$ cat config.mk
export PLATFORM = sky130hd
export DESIGN_NAME = conv33_ctrl
export DESIGN_NICKNAME = d
export VERILOG_FILES = /design/src/rtl/conv33_pkg.sv /design/src/rtl/conv33_scan_cnt.sv /design/src/rtl/conv33_ctrl.sv
export SDC_FILE = /design/constraint.sdc
export NUM_CORES = 1
export LEC_CHECK = 0
export BUFFER_PORTS_ARGS = -buffer_cell sky130_fd_sc_hd__buf_2
export CORE_ASPECT_RATIO = 0.75
export CORE_MARGIN = 2
export CORE_UTILIZATION = 47
export DETAILED_ROUTE_END_ITERATION = 7
export GPL_ROUTABILITY_DRIVEN = 1
export HOLD_SLACK_MARGIN = 0.03
export PLACE_DENSITY = 0.71
export SLEW_MARGIN = 20
export SYNTH_ARGS = -nofsm -noshare
export SYNTH_HDL_FRONTEND = slang
export SYNTH_SLANG_ARGS = --single-unit
export TNS_END_PERCENT = 5
$ cat constraint.sdc
create_clock -name clk -period 4.8 [get_ports clk]
set_input_delay 1.2 -clock clk [delete_from_list [all_inputs] [get_ports clk]]
set_output_delay 1.2 -clock clk [all_outputs]
set_load 0.02 [all_outputs]
$ cat src/rtl/conv33_pkg.sv
// rtl/conv33_pkg.sv - shared types and constants for the 3x3 convolution controller
package conv33_pkg;

  localparam int KERNEL_TAPS  = 9;
  localparam int CALC_LAT_DEF = 4;

  typedef enum logic [2:0] {
    ST_IDLE   = 3'd0,
    ST_LOAD_W = 3'd1,
    ST_RUN    = 3'd2,
    ST_DRAIN  = 3'd3,
    ST_DONE   = 3'd4
  } conv33_state_e;

endpackage

$ cat src/rtl/conv33_scan_cnt.sv
// rtl/conv33_scan_cnt.sv - raster row/col counter over the valid 3x3 window origins
module conv33_scan_cnt #(
  parameter int NCOL  = 26,
  parameter int NROW  = 26,
  parameter int CNT_W = 10
) (
  input  logic             clk_i,
  input  logic             rst_i,
  input  logic             clr_i,
  input  logic             en_i,
  output logic [CNT_W-1:0] row_o,
  output logic [CNT_W-1:0] col_o,
  output logic             last_o
);

  localparam logic [CNT_W-1:0] COL_MAX = CNT_W'(NCOL - 1);
  localparam logic [CNT_W-1:0] ROW_MAX = CNT_W'(NROW - 1);

  logic [CNT_W-1:0] row_q, row_d;
  logic [CNT_W-1:0] col_q, col_d;
  logic             col_wrap;

  assign row_o  = row_q;
  assign col_o  = col_q;
  assign last_o = (row_q == ROW_MAX) && (col_q == COL_MAX);

  always_comb begin
    col_wrap = (col_q == COL_MAX);
    row_d    = row_q;
    col_d    = col_q;
    if (en_i) begin
      if (col_wrap) begin
        col_d = '0;
        row_d = last_o ? '0 : row_q + CNT_W'(1);
      end else begin
        col_d = col_q + CNT_W'(1);
      end
    end
  end

  always_ff @(posedge clk_i) begin
    if (rst_i || clr_i) begin
      row_q <= '0;
      col_q <= '0;
    end else begin
      row_q <= row_d;
      col_q <= col_d;
    end
  end

endmodule

$ cat src/rtl/conv33_ctrl.sv
// rtl/conv33_ctrl.sv - frame sequencer: weight load, window scan, result drain
module conv33_ctrl
  import conv33_pkg::*;
#(
  parameter int IMG_W    = 28,
  parameter int IMG_H    = 28,
  parameter int CALC_LAT = CALC_LAT_DEF,
  parameter int CNT_W    = 10
) (
  input  logic             clk,
  input  logic             rst,
  input  logic             start,
  input  logic             stall,
  input  logic             calc_valid,
  output logic             busy,
  output logic             done,
  output logic             wload_en,
  output logic [3:0]       wload_idx,
  output logic             win_req,
  output logic [CNT_W-1:0] win_row,
  output logic [CNT_W-1:0] win_col,
  output logic             conv33_en,
  output logic             res_last,
  output logic             err
);

  localparam logic [3:0]       TAP_LAST  = 4'(KERNEL_TAPS - 1);
  localparam logic [CNT_W-1:0] RES_LAST  = CNT_W'((IMG_W - 2) * (IMG_H - 2) - 1);
  localparam logic [CNT_W-1:0] OUT_MAX   = CNT_W'(CALC_LAT + 1);
  localparam int               IGN_W     = $clog2(CALC_LAT + 2);
  localparam logic [IGN_W-1:0] IGN_INIT  = IGN_W'(CALC_LAT + 1);

  conv33_state_e    state_q;
  logic [3:0]       tap_q;
  logic [CNT_W-1:0] res_cnt_q;
  logic [CNT_W-1:0] out_q, out_d;
  logic [IGN_W-1:0] ign_q;
  logic             conv_en_q;
  logic             err_q;

  logic start_acc;
  logic scan_last;
  logic res_valid;
  logic out_dec;
  logic idle_hit;
  logic err_hit;

  always_comb begin
    busy      = (state_q == ST_LOAD_W) || (state_q == ST_RUN) || (state_q == ST_DRAIN);
    done      = (state_q == ST_DONE);
    wload_en  = (state_q == ST_LOAD_W);
    wload_idx = tap_q;
    win_req   = (state_q == ST_RUN) && !stall;
    conv33_en = conv_en_q;
    err       = err_q;
    start_acc = (state_q == ST_IDLE) && start;
    // Results still in flight from an aborted frame are swallowed for CALC_LAT+1 cycles after rst.
    res_valid = calc_valid && busy && (ign_q == '0);
    idle_hit  = calc_valid && (state_q == ST_IDLE) && (ign_q == '0);
    res_last  = res_valid && (res_cnt_q == RES_LAST);
    out_dec   = res_valid && ((out_q != '0) || conv_en_q);
    out_d     = out_q + CNT_W'(conv_en_q) - CNT_W'(out_dec);
    err_hit   = idle_hit || (out_d > OUT_MAX);
  end

  conv33_scan_cnt #(
    .NCOL  (IMG_W - 2),
    .NROW  (IMG_H - 2),
    .CNT_W (CNT_W)
  ) u_scan (
    .clk_i  (clk),
    .rst_i  (rst),
    .clr_i  (start_acc),
    .en_i   (win_req),
    .row_o  (win_row),
    .col_o  (win_col),
    .last_o (scan_last)
  );

  always_ff @(posedge clk) begin
    if (rst) begin
      state_q   <= ST_IDLE;
      tap_q     <= '0;
      res_cnt_q <= '0;
      out_q     <= '0;
      conv_en_q <= 1'b0;
      err_q     <= 1'b0;
      ign_q     <= IGN_INIT;
    end else begin
      conv_en_q <= win_req;
      out_q     <= out_d;
      if (res_valid) res_cnt_q <= res_cnt_q + CNT_W'(1);
      if (ign_q != '0) ign_q <= ign_q - IGN_W'(1);
      if (err_hit) err_q <= 1'b1;
      case (state_q)
        ST_IDLE: begin
          if (start) begin
            state_q   <= ST_LOAD_W;
            tap_q     <= '0;
            res_cnt_q <= '0;
            out_q     <= '0;
          end
        end
        ST_LOAD_W: begin
          if (tap_q == TAP_LAST) begin
            state_q <= ST_RUN;
            tap_q   <= '0;
          end else begin
            tap_q <= tap_q + 4'd1;
          end
        end
        ST_RUN: begin
          if (win_req && scan_last) state_q <= ST_DRAIN;
        end
        ST_DRAIN: begin
          if (res_last) state_q <= ST_DONE;
        end
        ST_DONE: begin
          state_q <= ST_IDLE;
        end
        default: begin
          state_q <= ST_IDLE;
        end
      endcase
    end
  end

endmodule
==> results of run 1 <==
==> layout make-up <==
cell class	count	area, µm²	share of cell area [%]
Timing Repair Buffer	35	175	5.58
Multi-Input combinational cell	240	1640	52.3
Clock buffer	6	82.6	2.63
Inverter	24	90.1	2.87
Clock inverter	2	13.8	0.438
Sequential cell	52	1040	33.1
Tap cell	78	97.6	3.11
==> flip-flops by register name, summed over array words and instances (netlist names) <==
register / count
state_q: 3
wload_idx: 4
conv33_en: 1
res_cnt_q: 10
u_scan.row_o: 10
out_q: 10
ign_q: 3
err: 1
u_scan.col_o: 10
==> metal layers <==
layer | GRT usage, % | part of all wire [%]
met5 | 0 | 0
met4 | 4.67 | 1.0
met3 | 4.26 | 5.1
met2 | 27.7 | 43
met1 | 26.7 | 51
==> worst max path at each step <==
stage                      to  slack [ns]  cells after the start        from
after floorplan           err        1.20                     12  calc_valid
after global placement    err        0.97                     13  calc_valid
after detailed placement  err        0.89                     13  calc_valid
after CTS                 err        1.21                     13  calc_valid
after global routing      err        1.01                     13  calc_valid
final                     err        1.20                     13  calc_valid
==> critical path, stage by stage <==
cell	delay (ns)
buf_2	0.09
nor4b_4	0.43
o31a_1	0.22
ha_1	0.12
inv_1	0.04
ha_1	0.21
fa_1	0.43
a211o_1	0.30
a31oi_1	0.18
o21bai_1	0.09
xnor2_1	0.17
and3_1	0.18
a41oi_1	0.11
==> where the power goes <==
group	total, W	switching (W)	internal, W	leakage [nW]
combinational	0.000532	0.000316	0.000216	0.814
clock	0.000264	0.000146	0.000118	0.0516
sequential	0.000516	0.0000452	0.000471	0.421
total	0.00131	0.000507	0.000805	1.29
==> per-stage QoR <==
| step | instance area [µm²] | hold slack, ns | setup WS (ns) | instances | utilization (%) |
|---|---|---|---|---|---|
| after global placement | 3050 | 0.448 | 0.969 | 429 | 52.3 |
| final | 3140 | 0.477 | 1.20 | 437 | 53.9 |
| after global routing | 3140 | 0.514 | 1.01 | 437 | 53.9 |
| after floorplan | 2830 | 0.431 | 1.20 | 325 | - |
| after CTS | 3140 | 0.477 | 1.21 | 437 | 53.9 |
| after detailed placement | 3050 | 0.458 | 0.885 | 429 | 52.3 |
==> cells by family (layout without fill, tap and decap cells) <==
family / Yosys count / after routing / synth area share (%)
adders and majority gates: 24 / 24 / 10.9
muxes: 2 / 2 / 0.708
xor gates and xnor gates: 32 / 32 / 9.91
buffers and inverters: 33 / 67 / 5.17
AOI/OAI and AO/OA: 40 / 40 / 9.33
DFF: 52 / 52 / 36.8
and+or+nand+nor: 142 / 142 / 27.2
==> placed cells by master (no fill, tap or decap), types with 2 or more instances in the layout <==
cell type	instances
or3_1	3
nand3_1	8
a41oi_1	2
and4_1	4
clkbuf_8	6
o21ai_0	7
nor4b_4	2
nor3_1	5
a211o_1	2
dfxtp_1	52
ha_1	23
a31o_2	2
nor4b_1	3
a21oi_1	10
buf_2	35
xnor2_1	12
and3_1	6
or2_2	2
nand4_1	9
a31oi_1	3
nor2b_1	4
nor4_1	3
nand2_1	20
nor2_1	55
inv_1	24
mux2i_1	2
a211oi_1	7
nor3b_1	3
nand2b_1	6
o31ai_1	3
xor2_1	20
==> run metrics, run 1 <==
EDFF count, synth 0; warnings from Yosys 0; WL/cell 13.2 µm; largest net degree at the start of global routing 23; post-synthesis sequential area ratio between 30 and 40%; Final Hold Vio Count 0; Initial Utilization 48.6%; Leakage 1.29 nW; initial antenna violation count 0; cts repair resizes 0; GRT Residual Overflow 0; share of cells above drive strength 1 between 10% and 20%; syn_area_per_cell 8.70 µm²; Fmax 278 MHz; Yosys top cell area share roughly 37%; hold path depth 1; H-tree levels 2; routed vias/inst 5.22; count of hold-fix buffers inserted at cts 0; total negative slack 0 ns; vias in the first global route approximately 2100; Setup-failing EPs final 0; Final HPWL DP 4300 µm; core footprint 5830 µm²; Yosys reg bits 52; Clock Latency Late Sink 0.30 ns; Tot Pwr between 0.001 and 0.0015 W; ys async rst share 0%; Yosys top cell by area dfxtp_1; root buf cell clkbuf_8; Post-DRT Antenna Nets 0; Slew Viols, Final 0; Die Y 71.2 µm; via count about 2300; R2R setup slack approximately 1.4 ns; Synth Flop Type dfxtp_1; CP Capture Type flop; nets@finish 387; final wirelength 5770 µm; buffer count from post-CTS setup fixing 0; fill count roughly 560; Die ar. 6660 µm²; DRC 0; Hold Crit Class reg2reg; io pins 36; Worst VDD drop roughly 0.00015 V; first-pass GRT wire length 9910 µm; gpl congestion 0.895; ranking of synthesized cells by area dfxtp_1 (37%), ha_1 (10%), nor2_1 (7.3%), xor2_1 (6.2%), xnor2_1 (3.7%); TritonCTS Sinks 52; Max Cap Viol 0; Slew headroom 58.9%; CTS tree built; clk buf depth 2; outcome finished clean; Pwr Density 418 nW/µm²; unrepaired setup endpoints after global routing no; TritonCTS Buffers 5; fin crit period 3.60 ns; Reg clk slew, reported paths 0.10 ns; Startpoint Class primary input; Critical R2R Launch ign_q[0]; die width 93.6 µm; CP required between 4 and 5 ns; post-synthesis cell area 2830 µm²; Max FO, Critical Path 9; Area growth syn-to-layout 11.1%; Yosys cell types 47; Tcrit/Tclk final 74.9%; WS Path Type in2reg; Inserted Diodes 0; Synth top cells by count nor2_1 (55), dfxtp_1 (52), inv_1 (24); Worst-Margin Slew 0.614 ns; top-count cell post-synth nor2_1; num rows 24; PortBufs 35; DRT iter0 DRCs 215; startpoint of the worst hold path ign_q[2]; gr usage total 18.4%; Detailed Routing Iterations Pass 1 4; Clock Skew 0.0125 ns; Net Count, Synth 354; worst reg-to-reg path cell count 15; reg2reg end err; Mapped Cells 325; crit path DAT 3.77 ns; Worst Hold End ign_q[2]
(Power assumes the default switching activity.)
==> inputs of run 2 (changes only) <==
clock period = 3.62 ns   (was 4.8 ns; I/O delays follow)
==> run 2 against run 1 <==
  * Total power up 36%
  * Design area up 1.1%
  * Global-route usage down 0.60 points
  * Clock-buffer cell count down 1
  * Die area unchanged
  * Clock skew about the same
  * Non-clock buffer count up 2
  * Setup slack worse by 0.77 ns
  * Hold slack about the same
  * Sequential power up 31%
  * Highest routed layer unchanged
==> run metrics, run 2 (synthesis gave the netlist of run 1 again) <==
Final HPWL DP 4120 µm; clk buf depth 2; fill count 548; Sw Share 37.3%; CP required 3.81 ns; die width 93.6 µm; Tot Pwr approximately 0.0018 W; largest net degree at the start of global routing 23; unrepaired setup endpoints after global routing no; Pwr Density 563 nW/µm²; gr usage total 17.8%; commonest cells after routing, fill and taps aside nor2_1 (55), dfxtp_1 (52), buf_2 (35); via count 2259; net load switching power 0.000666 W; Worst path top cell family by delay adder cells; final wirelength 5500 µm; most common cell after layout, fill and taps aside nor2_1; Detailed Routing Iterations Pass 1 4; Internal Power 0.00112 W; Area growth syn-to-layout 12.3%; io pins 36; Startpoint Class flop; crit path DAT 3.37 ns; CP cell instances inv_1 > ha_1 > nand2b_1 > nor4b_4 > o31a_1 > ha_1 > inv_1 > ha_1 > fa_1 > a211o_1 > a31oi_1 > o21bai_1 > xnor2_1 > and3_1 > a41oi_1; TritonCTS Buffers 5; WL/cell around 13 µm; crit-path max cell delay 0.42 ns; post-layout util approximately 55%; DP Area 3060 µm²; Max Cap Viol 0; Initial Utilization 48.6%; Clock Latency Late Sink 0.31 ns; count of hold-fix buffers inserted at cts 0; Logic pwr share 39.3%; Slew headroom 61.8%; Clock Skew 0.0127 ns; CP bufs+invs 2; H-tree levels 2; total negative slack 0 ns; Slew Viols, Final 0; buffer count from post-CTS setup fixing 0; Setup-failing EPs final 0; num rows 24; Leakage 1.31 nW; routed vias/inst between 5 and 6; dpl cells 431; fin crit period roughly 3.2 ns; Worst VDD drop 0.000186 V; Tcrit/Tclk final 88.1%; WS Path Type reg2reg; DRT iter0 DRCs 112; Worst-Margin Slew approximately 0.57 ns; Final Hold Vio Count 0; CP dominant cell by count ha_1; CP max-delay cell fa_1; GRT Residual Overflow 0; Fmax 314 MHz; Hold Crit Class reg2reg; DRC 0; Post-DRT Antenna Nets 0; core footprint 5830 µm²; post-route design area 3180 µm²; Reg clk slew, reported paths 0.10 ns; Seq pwr share 37.9%; Max FO, Critical Path 5; Clock Power Share 22.7%; Die Y 71.2 µm; outcome finished clean; multi-input logic area 1640 µm²; gpl congestion a little over 0.8; root buf cell clkbuf_8; TritonCTS Sinks 52; CTS tree built; Inserted Diodes 0; Die ar. 6660 µm²; nets@finish ~390; initial antenna violation count 0; cts repair resizes 0; PortBufs 35; share of cells above drive strength 1 15.2%; vias in the first global route 2022; first-pass GRT wire length 9430 µm; Final Non-Filler Cells 439; CP Capture Type flop; Reg area 1040 µm²
-- run 2: cell count changes in the layout (fill, tap and decap cells not counted), sizes merged --
cell    previous run  this run
buf               35        37
bufinv             0         1
clkbuf             6         5
-- run 2: worst paths after layout --
check | slack, ns | cells after the start | end | startpoint
setup / recovery | 0.43 | 15 | err | ign_q[0]
hold / removal | 0.48 | 1 | ign_q[2] | ign_q[2]
setup reg to reg | 0.43 | 15 | err | ign_q[0]
hold reg to reg | 0.48 | 1 | ign_q[2] | ign_q[2]
-- run 2: power groups by stage --
stage          logic [W]  registers (W)  clock network, W
2_1_floorplan   0.000562       0.000682                 0
3_3_place_gp    0.000688       0.000690                 0
3_5_place_dp    0.000695       0.000691                 0
4_1_cts         0.000699       0.000678          0.000419
5_1_grt         0.000790       0.000687          0.000440
6_report        0.000704       0.000678          0.000407
-- run 2: layout make-up --
class / count / share of cell area, %
timing repair buffer: 37 / 5.99
clock inverter: 3 / 1.46
clock buffer: 5 / 2.17
sequential: 52 / 32.8
multi-input combinational: 240 / 51.7
inverter: 24 / 2.84
tap: 78 / 3.07
-- run 2: layer usage --
layer	vias up	GRT usage (%)	routed length [µm]
li1	1183	-	-
met5	-	0	0
met1	1026	27.1	2950
met2	44	24.9	2230
met4	0	6.28	56
met3	6	3.62	257
-- run 2: stage by stage --
stage / hold WS, ns / worst slack [ns]
floorplan: 0.431 / 0.320
global placement: 0.445 / 0.314
detailed placement: 0.457 / 0.229
CTS: 0.473 / 0.425
global route: 0.500 / 0.147
finish: 0.477 / 0.431
-- run 2: worst register-to-register path, cell delays in order, from the launching register on --
cell and delay [ns]:
dfxtp_1 0.33, inv_1 0.08, ha_1 0.17, nand2b_1 0.18
nor4b_4 0.28, o31a_1 0.19, ha_1 0.13, inv_1 0.04
ha_1 0.21, fa_1 0.43, a211o_1 0.30, a31oi_1 0.18
o21bai_1 0.09, xnor2_1 0.18, and3_1 0.17, a41oi_1 0.11
==> inputs of run 3 (changes only) <==
CORE_UTILIZATION = 56   (was 47)
PLACE_DENSITY = 0.81   (was 0.71)
SYNTH_HIERARCHICAL = 1   (was not set)
==> run 3 against run 2 <==
  * Highest routed layer unchanged
  * Non-clock buffer count up 7
  * Synthesized area up 7.5%
  * Combinational power up 2%
  * Clock skew down 0.0043 ns
  * Setup slack worse by 0.21 ns
  * Global-route usage up 5.6 points
  * Wire length up 24%
  * Register-to-register slack worse by 0.13 ns
  * Hold slack better by 0.022 ns
  * Final cell count up 4.1%
==> run metrics, run 3 <==
Die Y between 60 and 70 µm; Worst Hold End wload_idx[3]; GRT busiest layer met2; reg2reg end err; Worst VDD drop 0.000413 V; post-layout util 65.1%; vias in the first global route 2293; Mapped Cells 340; Leakage 1.41 nW; Max Cap Viol 0; fin crit period 3.40 ns; num rows 23; Yosys top cell area share around 34%; nets@finish 410; met2 usage 36.2%; EDFF count, synth 0; startpoint of the worst hold path wload_idx[3]; TritonCTS Sinks 52; WS Path Type in2reg; CP required 3.79 ns; ys async rst share 0%; Yosys top cell by area dfxtp_1; Clock Latency Late Sink 0.31 ns; unrepaired setup endpoints after global routing no; DRC 0; share of cells above drive strength 1 20.2%; Hold Crit Class reg2reg; most common cell after layout, fill and taps aside dfxtp_1; Tcrit/Tclk final 94.0%; root buf cell clkbuf_8; ranking of synthesized cells by area dfxtp_1 (34%), ha_1 (9.5%), nor2_1 (5.3%), xor2_1 (3.7%), inv_1 (3.3%); Pwr Density 502 nW/µm²; top-count cell post-synth dfxtp_1; routed vias/inst around 5.7; Tot Pwr 0.00173 W; Final HPWL DP 5000 µm; Yosys reg bits 52; Area growth syn-to-layout 13.3%; Fmax 294 MHz; Startpoint Class primary input; Setup-failing EPs final 0; first-pass GRT wire length 10900 µm; clk buf depth 2; met3 Use GR 3.98%; worst reg-to-reg path cell count 14; Detailed Routing Iterations Pass 1 4; Slew headroom 64.3%; CTS tree built; initial antenna violation count 0; final wirelength 6790 µm; post-synthesis cell area 3040 µm²; Critical R2R Launch ign_q[0]; die width 89.1 µm; CP Capture Type flop; syn_area_per_cell a little under 9 µm²; outcome finished clean; H-tree levels 2; Final Hold Vio Count 0; met1 Use GR 33.6%; Initial Utilization a little under three fifths; Synth top cells by count dfxtp_1 (52), nor2_1 (43), inv_1 (27); Yosys cell types a little under 70; Net Count, Synth 369; WL/cell 14.9 µm; core footprint 5300 µm²; gpl congestion 0.924; R2R setup slack 0.30 ns; gr usage total 23.4%; Reg clk slew, reported paths 0.10 ns; Max FO, Critical Path 3; warnings from Yosys 6; Die ar. about 6000 µm²; Synth Flop Type dfxtp_1; Worst-Margin Slew 0.533 ns; Post-DRT Antenna Nets 0; PortBufs 35; hold path depth 1; largest net degree at the start of global routing 21; TritonCTS Buffers 5; Inserted Diodes 0; crit path DAT 3.57 ns; io pins 36; via count 2599; Slew Viols, Final 0; GRT Residual Overflow 0; DRT iter0 DRCs ~210; post-synthesis sequential area ratio 34.2%; Clock Skew 0.00834 ns; commonest cells after routing, fill and taps aside dfxtp_1 (52), nor2_1 (43), buf_2 (35)
==> run 3: cell count changes after synthesis, moves of 6 or more <==
| cell | before | now |
|---|---|---|
| nor2_1 | 55 | 43 |
| a21oi_1 | 10 | 16 |
| xor2_1 | 20 | 13 |
| nand2_1 | 20 | 13 |
| nand3_1 | 8 | 14 |
==> run 3: through the flow <==
| step | instance area [µm²] | instances | worst slack [ns] | TNS (ns) | hold WS (ns) |
|---|---|---|---|---|---|
| 6_report | 3450 | 457 | 0.217 | 0 | 0.500 |
| 5_1_grt | 3450 | 457 | 0.0332 | 0 | 0.528 |
| 4_1_cts | 3420 | 457 | 0.0278 | 0 | 0.507 |
| 3_5_place_dp | 3330 | 449 | -0.299 | -0.303 | 0.493 |
| 3_3_place_gp | 3330 | 449 | -0.0664 | -0.0664 | 0.481 |
| 2_1_floorplan | 3040 | 340 | 0.0618 | 0 | 0.469 |
==> run 3: area by class of cell <==
type	count	area [µm²]
tap	75	93.8
clock inverter	1	7.51
multi-input combinational	251	1870
clock buffer	7	86.3
fill	459	1850
inverter	27	101
timing repair buffer	44	243
sequential	52	1040
==> run 3: cell families (layout without fill, tap and decap cells) <==
| family | Yosys count | in the layout | synth area share [%] |
|---|---|---|---|
| xor+xnor | 23 | 23 | 6.62 |
| mux | 5 | 5 | 1.69 |
| flops | 52 | 52 | 34.2 |
| compound gates | 57 | 57 | 13.6 |
| simple gates | 142 | 142 | 28.8 |
| fa+ha+maj | 24 | 24 | 10.1 |
| buf+inv | 37 | 79 | 4.94 |
==> run 3: routing by layer <==
| layer | routed length (µm) | part of all wire (%) | vias to the layer above |
|---|---|---|---|
| met2 | 3060 | 45 | 89 |
| met1 | 3300 | 49 | 1215 |
| met5 | 0 | 0 | - |
| met3 | 372 | 5.5 | 4 |
| li1 | - | - | 1291 |
| met4 | 60 | 0.88 | 0 |
==> run 3: power breakdown <==
part / internal (W) / switching (W)
clock: 0.000156 / 0.000190
sequential: 0.000618 / 0.0000490
combinational: 0.000298 / 0.000420
==> run 3: what timing repair did <==
action                                  4_1_cts  5_1_grt
resized for setup                             0        5
endpoints found under the setup margin        0        1
setup buffers                                 0        0
hold buffers                                  0        0
==> run 3: worst max-delay path: stages <==
cell	delay (ns)
buf_2	0.09
nor4bb_4	0.29
o21ai_1	0.13
a41oi_1	0.19
ha_1	0.15
inv_1	0.04
ha_1	0.20
fa_1	0.39
a211o_1	0.31
and3_4	0.20
a311oi_2	0.28
nor4b_2	0.24
a41oi_1	0.15
==> run 3: worst max path at each step <==
stage | slack, ns | startpoint | depth (start not counted) | to
global route | 0.03 | calc_valid | 14 | err
global placement | -0.07 | calc_valid | 13 | err
CTS | 0.03 | ign_q[0] | 15 | err
floorplan | 0.06 | calc_valid | 12 | err
finish | 0.22 | calc_valid | 13 | err
detailed placement | -0.30 | calc_valid | 14 | err
